### config.mk
export PLATFORM = sky130hd
export DESIGN_NAME = exec_stage
export DESIGN_NICKNAME = d
export VERILOG_FILES = /design/src/rtl/exec_stage.sv
export SDC_FILE = /design/constraint.sdc
export NUM_CORES = 1
export LEC_CHECK = 0
export BUFFER_PORTS_ARGS = -buffer_cell sky130_fd_sc_hd__buf_2
export CAP_MARGIN = 10
export CORE_MARGIN = 1
export CORE_UTILIZATION = 25
export CTS_CLUSTER_DIAMETER = 40
export CTS_CLUSTER_SIZE = 25
export DETAILED_ROUTE_END_ITERATION = 10
export HOLD_SLACK_MARGIN = 0.03
export MAX_ROUTING_LAYER = met4
export PLACE_DENSITY = 0.39
export SKIP_LAST_GASP = 1
export SLEW_MARGIN = 20
export SYNTH_ARGS = -nofsm -noshare
export SYNTH_HDL_FRONTEND = slang
export SYNTH_SLANG_ARGS = --single-unit
### constraint.sdc
create_clock -name CLK -period 9 [get_ports CLK]
set_clock_uncertainty 0.1 [all_clocks]
set_input_delay 0.9 -clock CLK [delete_from_list [all_inputs] [get_ports CLK]]
set_output_delay 0.9 -clock CLK [all_outputs]
set_load 0.01 [all_outputs]
### src/rtl/exec_stage.sv
// exec_stage: execute stage with single-cycle ALU, iterative shift-add MUL and the EX/MEM register.
// Define EXEC_OVERFLOW_TRAP_EN to trap signed overflow on checked ADD/SUB.
module exec_stage #(
  parameter int MUL_STEP = 2
) (
  input  logic        CLK,
  input  logic        RST,
  input  logic        in_valid,
  input  logic [3:0]  in_aluop,
  input  logic [31:0] in_rdat1,
  input  logic [31:0] in_rdat2,
  input  logic [31:0] in_imm,
  input  logic        in_alusrc,
  input  logic [4:0]  in_shamt,
  input  logic [4:0]  in_wsel,
  input  logic [1:0]  in_wdat_source,
  input  logic        in_dmemREN,
  input  logic        in_dmemWEN,
  input  logic        in_halt,
  input  logic [31:0] in_instr_npc,
  input  logic        in_ovf_chk,
  input  logic        flush,
  input  logic        data_stall,
  output logic        ex_stall,
  output logic [31:0] out_alu_result,
  output logic [31:0] out_dmemstore,
  output logic [31:0] out_instr_npc,
  output logic [4:0]  out_wsel,
  output logic [1:0]  out_wdat_source,
  output logic        out_dmemREN,
  output logic        out_dmemWEN,
  output logic        out_halt,
  output logic        out_ovf
);
  localparam int N = 32 / MUL_STEP;
  localparam int CW = $clog2(N + 1);
  localparam logic [CW-1:0] LAST = CW'(N - 2);
  typedef enum logic [1:0] {IDLE, BUSY, DONE} state_t;
  state_t state;
  logic [CW-1:0] cnt;
  logic [31:0] b, alu, res, mcand, mplier, acc, m_a, m_b, m_acc, prod;
  logic [4:0] wsel_eff;
  logic kill, live, start, ld;
  assign b = in_alusrc ? in_imm : in_rdat2;
  // kill remembers a flush that could not load its bubble, so whatever is presented next is dropped
  assign live = in_valid && !flush && !kill;
  assign start = state == IDLE && live && in_aluop == 4'd11;
  assign ex_stall = !RST && (start || state == BUSY);
  assign ld = !data_stall && !ex_stall;
  // the IDLE cycle retires the first MUL_STEP bits straight from the operands
  assign m_a = state == IDLE ? in_rdat1 : mcand;
  assign m_b = state == IDLE ? b : mplier;
  assign m_acc = state == IDLE ? '0 : acc;
  assign prod = m_acc + m_a * 32'(m_b[MUL_STEP-1:0]);
  assign res = state == DONE ? acc : alu;
  always_comb begin
    case (in_aluop)
      4'd1:    alu = in_rdat1 - b;
      4'd2:    alu = in_rdat1 & b;
      4'd3:    alu = in_rdat1 | b;
      4'd4:    alu = in_rdat1 ^ b;
      4'd5:    alu = ~(in_rdat1 | b);
      4'd6:    alu = b << in_shamt;
      4'd7:    alu = b >> in_shamt;
      4'd8:    alu = {31'b0, $signed(in_rdat1) < $signed(b)};
      4'd9:    alu = {31'b0, in_rdat1 < b};
      4'd10:   alu = {in_imm[15:0], 16'h0};
      default: alu = in_rdat1 + b;
    endcase
  end
`ifdef EXEC_OVERFLOW_TRAP_EN
  logic is_add, is_sub, ovf;
  assign is_add = in_aluop == 4'd0 || in_aluop >= 4'd12;
  assign is_sub = in_aluop == 4'd1;
  assign ovf = in_ovf_chk && (is_add || is_sub) && ((in_rdat1[31] ^ b[31]) == is_sub) && (alu[31] != in_rdat1[31]);
  assign wsel_eff = ovf ? 5'd0 : in_wsel;
  always_ff @(posedge CLK) begin
    if (RST) out_ovf <= 1'b0;
    else if (ld) out_ovf <= live && ovf;
  end
`else
  assign wsel_eff = in_wsel;
  assign out_ovf = 1'b0;
`endif
  always_ff @(posedge CLK) begin
    if (RST) begin
      state <= IDLE;
      cnt <= '0;
      mcand <= '0;
      mplier <= '0;
      acc <= '0;
      kill <= 1'b0;
      out_alu_result <= '0;
      out_dmemstore <= '0;
      out_instr_npc <= '0;
      out_wsel <= '0;
      out_wdat_source <= '0;
      out_dmemREN <= 1'b0;
      out_dmemWEN <= 1'b0;
      out_halt <= 1'b0;
    end else begin
      kill <= flush ? !ld : kill && !ld;
      if (flush) begin
        state <= IDLE;
        acc <= '0;
      end else if (start || state == BUSY) begin
        mcand <= m_a << MUL_STEP;
        mplier <= m_b >> MUL_STEP;
        acc <= prod;
        cnt <= start ? '0 : cnt + CW'(1);
        state <= (start ? N == 1 : cnt == LAST) ? DONE : BUSY;
      end else if (state == DONE && !data_stall) state <= IDLE;
      if (ld) begin
        out_alu_result <= live ? res : '0;
        out_dmemstore <= live ? in_rdat2 : '0;
        out_instr_npc <= live ? in_instr_npc : '0;
        out_wsel <= live ? wsel_eff : '0;
        out_wdat_source <= live ? in_wdat_source : '0;
        out_dmemREN <= live && in_dmemREN;
        out_dmemWEN <= live && in_dmemWEN;
        out_halt <= live && in_halt;
      end
    end
  end
endmodule
==> results.cfg, run 1 <==
[setup_path]
crit_cells = 15
end_kind = flip-flop
crit_type = in2reg
worstSetupStartpoint = in_alusrc
crit_path_end = out_alu_result[28]
cp_max_fo = 53
path_cells = buf_4 > buf_4 > mux2_2 > inv_1 > ha_1 > nand2_1 > nor3_1 > nand4_1 > nor4_1 > nor3_1 > o31ai_1 > a31oi_1 > o21ai_1 > o311a_1 > o41ai_2
r2r_setup_slack_ns = 3.15
critPathTopFamily = simple AND/OR/NAND/NOR gates
reg2reg_depth = 19
worstPathRequired_ns = 9.34
critPathBufInv = 3
crit_arrival_ns = 6.20
cp-start-kind = input port
cpPeakStageDelay_ns = 0.78
cp_slowest_cell = nor4_1
reg2reg_from = state[1]
r2r-end = acc[28]

[logic_synthesis]
synth_edf_count = 0
synth_top_flop_cell = dfxtp_1
netlist_instances = 2580
synth_top_cell_area_share = 0.210
syn-cell-area_um2 = 19700
synth_seq_cells = 206
synth_area_leader_cell = dfxtp_1
synth.distinct_cells = 101
ys_warn_count = 0
synthTopCellsByArea = dfxtp_1 21%, ha_1 8.3%, nand2_1 7.4%
synth-seq-area-share = 0.210
synth_nets = 2897
syn_area_per_cell_um2 = 7.62
synthArstFlopShare = 0

[place]
dp.cells = 3745
port_buffers = 259
preCtsSetupSlack_ns = 2.80
gp_congestion = 0.980
place_hpwl_mm = 78.4

[global_routing]
track_usage = 0.255
grt_pass1_wl_mm = 144
grt_pass1_vias = 20100
antenna_found_initial = 6
grt_max_degree = 74
overflow = 0

[clocking]
root_buffer = clkbuf_16
cts_tree = done
clock_latency_ns = 0.60
clockBufferDepth = 3
ctsResizeCount = 0
cts_max_level = 2
clk_pin_slew_ns = 0.04
hold_buffers = 0
post_cts_buffers = 0
clock-sinks = 206
numCtsBuffers = 53

[sta]
timing_max_transition_violations_final = 0
timing.final.crit_period_ns = 5.86
whs_ns = 0.350
period_share = 0.651
max_freq_mhz = 171
layout_setup_ws_ns = 3.14
worst_slew_pin_slew_ns = 1.21
rsz0062_at_grt = no
final-setup-viol-count = 0
hold_viol_final = 0
max-slew-margin-rel = 0.193
final.setup.tns_ns = 0

[finish]
final_cell_mix = 387 x nand2_1, 257 x buf_2, 224 x nor2_1
layout.cells.non_filler = 3848
fillers = 8586
multi_input_area_um2 = 14100
register_area_um2 = 4120
final_common_cell = nand2_1
drive_above_1_share = 0.193
syn2layout_area_growth_pct = 21.8
nNetsFinal = 3078

[drt]
first_pass_iters = 8
drtIter0Drc = 1756
route.vias.total = 20500
routedWlPerCell_um = 26.0
vias_per_cell = 5.33
wl_mm = 100
drc_errors = 0
ant_nets = 0

[power]
power.density_nw_per_um2 = 174
ir_drop_mv = 0.129
leakagePower_nw = 10.3

[flow_run]
cap_viol_max_count = 0

[floorplanning]
start_util = 0.253
fp-row-count = 102
die-width_um = 282
io_pins = 262
core_area_um2 = 77600
fp.dieH_um = 282
die_area_um2 = 79700

[min_path]
hold_class = reg2reg

[run_status]
status = finished clean
==> state kept, by name (all words and copies together) (netlist names) <==
signal / cells
acc: 32
cnt: 5
kill: 1
mcand: 30
mplier: 30
out_alu_result: 32
out_dmemREN: 1
out_dmemWEN: 1
out_dmemstore: 32
out_halt: 1
out_instr_npc: 32
out_wdat_source: 2
out_wsel: 5
state: 2
==> worst min path at each step <==
stage / start / to / slack [ns] / depth (start not counted)
4_1_cts: out_alu_result[9] / out_alu_result[9] / 0.35 / 2
3_5_place_dp: out_alu_result[9] / out_alu_result[9] / 0.34 / 2
5_1_grt: mplier[18] / mplier[18] / 0.36 / 2
3_3_place_gp: out_alu_result[9] / out_alu_result[9] / 0.33 / 2
6_report: mplier[16] / mplier[16] / 0.35 / 2
2_1_floorplan: mplier[10] / mplier[10] / 0.33 / 2
==> final cells by class <==
cell class / count / share of cell area
Antenna cell: 2 / 0.000209
Clock buffer: 64 / 0.0609
Clock inverter: 36 / 0.0223
Inverter: 167 / 0.0262
Multi-Input combinational cell: 2015 / 0.590
Sequential cell: 206 / 0.172
Tap cell: 1040 / 0.0544
Timing Repair Buffer: 318 / 0.0737
==> cells by family (layout without fill, tap and decap cells) <==
kind of cell / Yosys count / in the layout / share of synthesized area
xor gates and xnor gates: 70 / 70 / 0.0312
buffers and inverters: 359 / 585 / 0.0773
and+or+nand+nor: 855 / 855 / 0.190
other: 1 / 3 / 0.000191
adders and majority gates: 163 / 163 / 0.116
DFF: 206 / 206 / 0.210
muxes: 145 / 145 / 0.105
AOI/OAI and AO/OA: 781 / 781 / 0.270
==> report_power, final <==
| group | internal [mW] | switching [mW] | leakage [nW] | total [mW] |
|---|---|---|---|---|
| registers | 0.932 | 0.0100 | 1.67 | 0.942 |
| clock network | 1.45 | 0.672 | 0.947 | 2.12 |
| logic | 0.378 | 0.721 | 7.67 | 1.10 |
==> metal layers <==
metal / global-route usage / wire length, um / vias to the layer above
li1: - / - / 9641
met1: 0.338 / 45800 / 10100
met2: 0.406 / 46500 / 665
met3: 0.0336 / 5350 / 116
met4: 0.0647 / 2640 / 0
met5: - / 0 / -
==> synth_stat cells, drive strengths merged (33+ instances only) <==
| cell type | count |
|---|---|
| a21oi | 176 |
| a221oi | 39 |
| a22o | 66 |
| buf | 63 |
| clkbuf | 129 |
| dfxtp | 206 |
| fa | 33 |
| ha | 130 |
| inv | 165 |
| mux2i | 95 |
| mux4 | 39 |
| nand2 | 387 |
| nand3 | 41 |
| nor2 | 232 |
| nor3 | 68 |
| o211ai | 53 |
| o21ai | 206 |
| xnor2 | 45 |
==> tightest hold or removal path, stage by stage (launching register included) <==
cell and delay (ns):
dfxtp_1 0.30, nand2_1 0.05, a21oi_1 0.05
==> per-stage QoR <==
step | util | area (um2) | power (mW)
3_5_place_dp | 0.282 | 21900 | 2.04
5_1_grt | 0.308 | 23900 | 4.35
3_3_place_gp | 0.282 | 21900 | 2.05
2_1_floorplan | - | 19700 | 1.64
6_report | 0.308 | 23900 | 4.16
4_1_cts | 0.308 | 23900 | 4.20
Note: power is estimated with default switching activity, not from simulation.
==> run 2: changes to the inputs <==
==> constraint.sdc (replaced) <==
create_clock -name CLK -period 5.8 [get_ports CLK]
set_clock_uncertainty 0.1 [all_clocks]
set_input_delay 0.58 -clock CLK [delete_from_list [all_inputs] [get_ports CLK]]
set_output_delay 0.58 -clock CLK [all_outputs]
set_load 0.01 [all_outputs]
==> run 2 against run 1 <==
Against the previous run:
- flip-flop and latch count did not move
- non-clock buffer count rose by 44
- clock power rose by 40%
- highest routed layer unchanged
- cell count rose by 0.94%
- global-route usage rose by 0.24 points
- first-iteration DRC count rose by 2.2%
- final area rose by 0.52%
- critical path depth rose by 3
- count of clock-buffer cells in the layout fell by 6
- largest cell class unchanged
- worst hold slack got worse by 0.25 ns
==> results.cfg, run 2 (same netlist as run 1, synthesis figures left out) <==
[drt]
vias_per_cell = 5.38
routedWlPerCell_um = 26.1
ant_nets = 0
first_pass_iters = 8
drc_errors = 0
drtIter0Drc = 1794
wl_mm = 101
route.vias.total = 20900

[global_routing]
antenna_found_initial = 3
track_usage = 0.257
grtUsageMet3 = 0.0306
grt_pass1_vias = 20400
overflow = 0
grtUsageMet2 = 0.416
busiest_layer = met2
grt_use_met1 = 0.338
grt_max_degree = 72
grt_pass1_wl_mm = 146

[min_path]
hold_depth = 2
hold_end = out_instr_npc[17]
worstHoldStart = in_instr_npc[17]
hold_class = in2reg

[clocking]
clk_pin_slew_ns = 0.05
clock_latency_ns = 0.60
post_cts_buffers = 0
root_buffer = clkbuf_16
clock-sinks = 206
cts_tree = done
clockBufferDepth = 3
ctsResizeCount = 0
numCtsBuffers = 50
hold_buffers = 0
cts_max_level = 2

[sta]
rsz0062_at_grt = no
final.setup.tns_ns = 0
hold_viol_final = 0
max_freq_mhz = 201
timing_max_transition_violations_final = 0
worst_slew_pin_slew_ns = 1.22
layout_setup_ws_ns = 0.814
period_share = 0.860
whs_ns = 0.0964
final-setup-viol-count = 0
max-slew-margin-rel = 0.188
timing.final.crit_period_ns = 4.99

[flow_run]
cap_viol_max_count = 0

[place]
gp_congestion = 1.00
preCtsSetupSlack_ns = 0.795
port_buffers = 259
postPlaceCellArea_um2 = 22300
place_hpwl_mm = 80.9

[finish]
fillers = 8527
design_area_um2 = 24100
final_common_cell = nand2_1
final_cell_mix = 387 x nand2_1, 257 x buf_2, 224 x nor2_1
post-route-util = 0.310
syn2layout_area_growth_pct = 22.4
nNetsFinal = 3119
drive_above_1_share = 0.203

[setup_path]
cp-start-kind = flip-flop
worstPathRequired_ns = 6.17
r2r_setup_slack_ns = 0.81
r2r-end = acc[28]
end_kind = flip-flop
reg2reg_depth = 18
crit_type = reg2reg
worstSetupStartpoint = state[1]
cp_max_fo = 70
reg2reg_from = state[1]
crit_arrival_ns = 5.36

[power]
ir_drop_mv = 0.196
power.density_nw_per_um2 = 257
leakagePower_nw = 10.4

[floorplanning]
start_util = 0.253
fp.dieH_um = 282
die-width_um = 282
core_area_um2 = 77600
io_pins = 262
fp-row-count = 102
die_area_um2 = 79700

[run_status]
status = finished clean
run 2: how the worst max path moves through the flow:
stage	cells past startpoint	endpoint	slack, ns
2_1_floorplan	21	acc[28]	0.93
3_3_place_gp	21	acc[31]	0.79
3_5_place_dp	21	acc[31]	0.80
4_1_cts	19	acc[31]	0.88
5_1_grt	18	acc[28]	0.31
6_report	18	acc[28]	0.81
run 2: per-stage QoR:
stage	instances	total power, mW
after global placement	3790	3.23
after CTS	3883	6.25
after floorplan	2580	2.55
after detailed placement	3790	3.22
after global routing	3884	6.47
final	3884	6.19
run 2: where the power goes:
group          leakage, nW  internal, mW  switching (mW)
Clock                0.854          2.00           0.977
Combinational         7.88         0.615            1.15
Sequential            1.67          1.45          0.0155
run 2: critical path, stage by stage (launching register included):
cell and delay, ns:
dfxtp_1 0.51, or2_4 0.41, buf_12 0.32, nand2_1 0.09, o21ai_0 0.16, nand2_1 0.13, fa_1 0.52, inv_1 0.05
ha_1 0.33, a21o_1 0.17, a21oi_1 0.28, o21ai_0 0.22, a31oi_1 0.24, o2111ai_1 0.25, a221oi_1 0.46, nor2b_1 0.08
nor3_1 0.20, mux2i_1 0.20, o21ai_0 0.09
run 2: layer usage:
layer / vias up / part of all wire
li1: 9712 / -
met4: 0 / 0.027
met5: - / 0
met3: 118 / 0.056
met1: 10300 / 0.45
met2: 731 / 0.47
run 2: area by class of cell:
class	count	area [um2]	area share
Antenna cell	1	2.50	0.000104
Clock buffer	58	1320	0.0549
Clock inverter	35	465	0.0193
Inverter	167	627	0.0261
Multi-Input combinational cell	2015	14100	0.586
Sequential cell	206	4120	0.171
Tap cell	1040	1300	0.0541
Timing Repair Buffer	362	2110	0.0878
==> run 3: changes to the inputs <==
--- a/config.mk
+++ b/config.mk
@@ -9,6 +9,7 @@
 export CAP_MARGIN = 10
 export CORE_MARGIN = 1
 export CORE_UTILIZATION = 25
+export CTS_BUF_LIST = sky130_fd_sc_hd__clkbuf_4
 export CTS_CLUSTER_DIAMETER = 40
 export CTS_CLUSTER_SIZE = 25
 export DETAILED_ROUTE_END_ITERATION = 10
==> run 3 against run 2 <==
Against the previous run:
- non-clock buffer count is 77 higher
- critical path depth stayed put
- combinational power is 2% higher
- wire length is 0.59% higher
- critical path type unchanged
- global-route usage is 0.18 points higher
- worst setup slack worse by 0.0031 ns
- first-iteration DRC count is 7.0% higher
- final area is 0.66% lower
- count of clock-buffer cells in the layout is 4 lower
- largest cell class unchanged
- largest power group is now combinational cells
- highest routed layer unchanged
- utilization is 0.20 points lower
- sequential power hardly changed
==> results.cfg, run 3 (same netlist as run 1, synthesis figures left out) <==
[run_status]
status = finished clean

[drt]
wl_mm = 102
vias_per_cell = 5.34
routedWlPerCell_um = 25.7
met2_length_mm = 47.9
drc_errors = 0
drtIter0Drc = 1920
first_pass_iters = 6
wl_met3_mm = 5.29
route.vias.total = 21200
ant_nets = 0
wl_met1_mm = 46.2
routed.top_layer = met4

[sta]
worst_slew_pin_slew_ns = 1.18
max_freq_mhz = 200
rsz0062_at_grt = no
period_share = 0.860
final.setup.tns_ns = 0
max-slew-margin-rel = 0.214
final-setup-viol-count = 0
whs_ns = 0.144
timing.final.crit_period_ns = 4.99
timing_max_transition_violations_final = 0
hold_viol_final = 0

[power]
p_comb_frac = 0.370
switching_share = 0.398
p_switching_mw = 1.94
p_int_mw = 2.94
leakagePower_nw = 10.3
clkPwrFrac = 0.332
total_power_mw = 4.88
power_frac_seq = 0.298
power.density_nw_per_um2 = 204
ir_drop_mv = 0.147

[floorplanning]
start_util = 0.253
fp-row-count = 102
die_area_um2 = 79700
fp.dieH_um = 282
core_area_um2 = 77600
die-width_um = 282
io_pins = 262

[clocking]
ctsResizeCount = 0
post_cts_buffers = 0
clock_latency_ns = 0.82
root_buffer = clkbuf_4
clock-sinks = 206
cts_tree = done
cts_max_level = 2
numCtsBuffers = 50
clk_pin_slew_ns = 0.09
clockBufferDepth = 3

[finish]
nNetsFinal = 3196
syn2layout_area_growth_pct = 21.6
final_common_cell = nand2_1
drive_above_1_share = 0.197
multi_input_area_um2 = 14100
register_area_um2 = 4120
fillers = 8564
post-route-util = 0.308
final_cell_mix = 387 x nand2_1, 257 x buf_2, 224 x nor2_1

[setup_path]
crit_arrival_ns = 5.61
end_kind = flip-flop
cp_max_fo = 70
crit_type = reg2reg
worstPathRequired_ns = 6.42
cp-start-kind = flip-flop

[global_routing]
overflow = 0
track_usage = 0.259
antenna_found_initial = 6
grt_pass1_wl_mm = 147
grt_pass1_vias = 20800
grt_max_degree = 72

[place]
port_buffers = 259
gp_congestion = 1.00
place_hpwl_mm = 80.9

[flow_run]
cap_viol_max_count = 0

[min_path]
hold_class = in2reg
-- run 3: metal layers --
metal  GRT usage  up-vias
li1            -     9902
met1       0.338    10400
met2       0.422      708
met3      0.0321      127
met4      0.0642        0
met5           -        -
-- run 3: power groups by stage --
stage,logic (mW),clock network [mW],registers [mW]
after floorplan,1.06,0,1.49
after global placement,1.74,0,1.49
after detailed placement,1.73,0,1.49
after CTS,1.78,1.69,1.45
after global routing,1.94,1.75,1.46
final,1.80,1.62,1.45
-- run 3: layout make-up --
class / count / area share
clock buffers: 54 / 0.0170
inverters: 167 / 0.0262
clock inverters: 39 / 0.0185
multi-input cells: 2015 / 0.590
diodes: 5 / 0.000524
well taps: 1040 / 0.0545
repair buffers: 439 / 0.121
flip-flops and latches: 206 / 0.173
-- run 3: timing repair --
action	in CTS	in global routing
hold buffers	77	0
endpoints found under the setup margin	0	0
hold endpoints to repair	77	0
-- run 3: final timing paths --
| check | startpoint | to | slack, ns | depth (start not counted) |
|---|---|---|---|---|
| hold / removal | in_aluop[3] | out_alu_result[0] | 0.14 | 3 |
| setup reg to reg | state[1] | acc[28] | 0.81 | 18 |
| setup / recovery | state[1] | acc[28] | 0.81 | 18 |
| hold reg to reg | out_alu_result[9] | out_alu_result[9] | 0.35 | 2 |
-- run 3: worst max-delay path, stage by stage, from the launching register on --
cell	delay (ns)
dfxtp_1	0.52
or2_4	0.41
buf_12	0.32
nand2_1	0.09
o21ai_0	0.16
nand2_1	0.13
fa_1	0.52
inv_1	0.05
ha_1	0.33
a21o_1	0.17
a21oi_1	0.28
o21ai_0	0.22
a31oi_1	0.26
o2111ai_1	0.26
a221oi_1	0.46
nor2b_1	0.08
nor3_1	0.20
mux2i_1	0.20
o21ai_0	0.09
-- run 3: through the flow --
step,worst slack [ns],std cells,cell area [um2]
finish,0.811,3965,23900
global route,0.336,3965,23900
CTS,0.907,3960,23900
detailed placement,0.795,3790,22300
global placement,0.792,3790,22300
floorplan,0.930,2580,19700
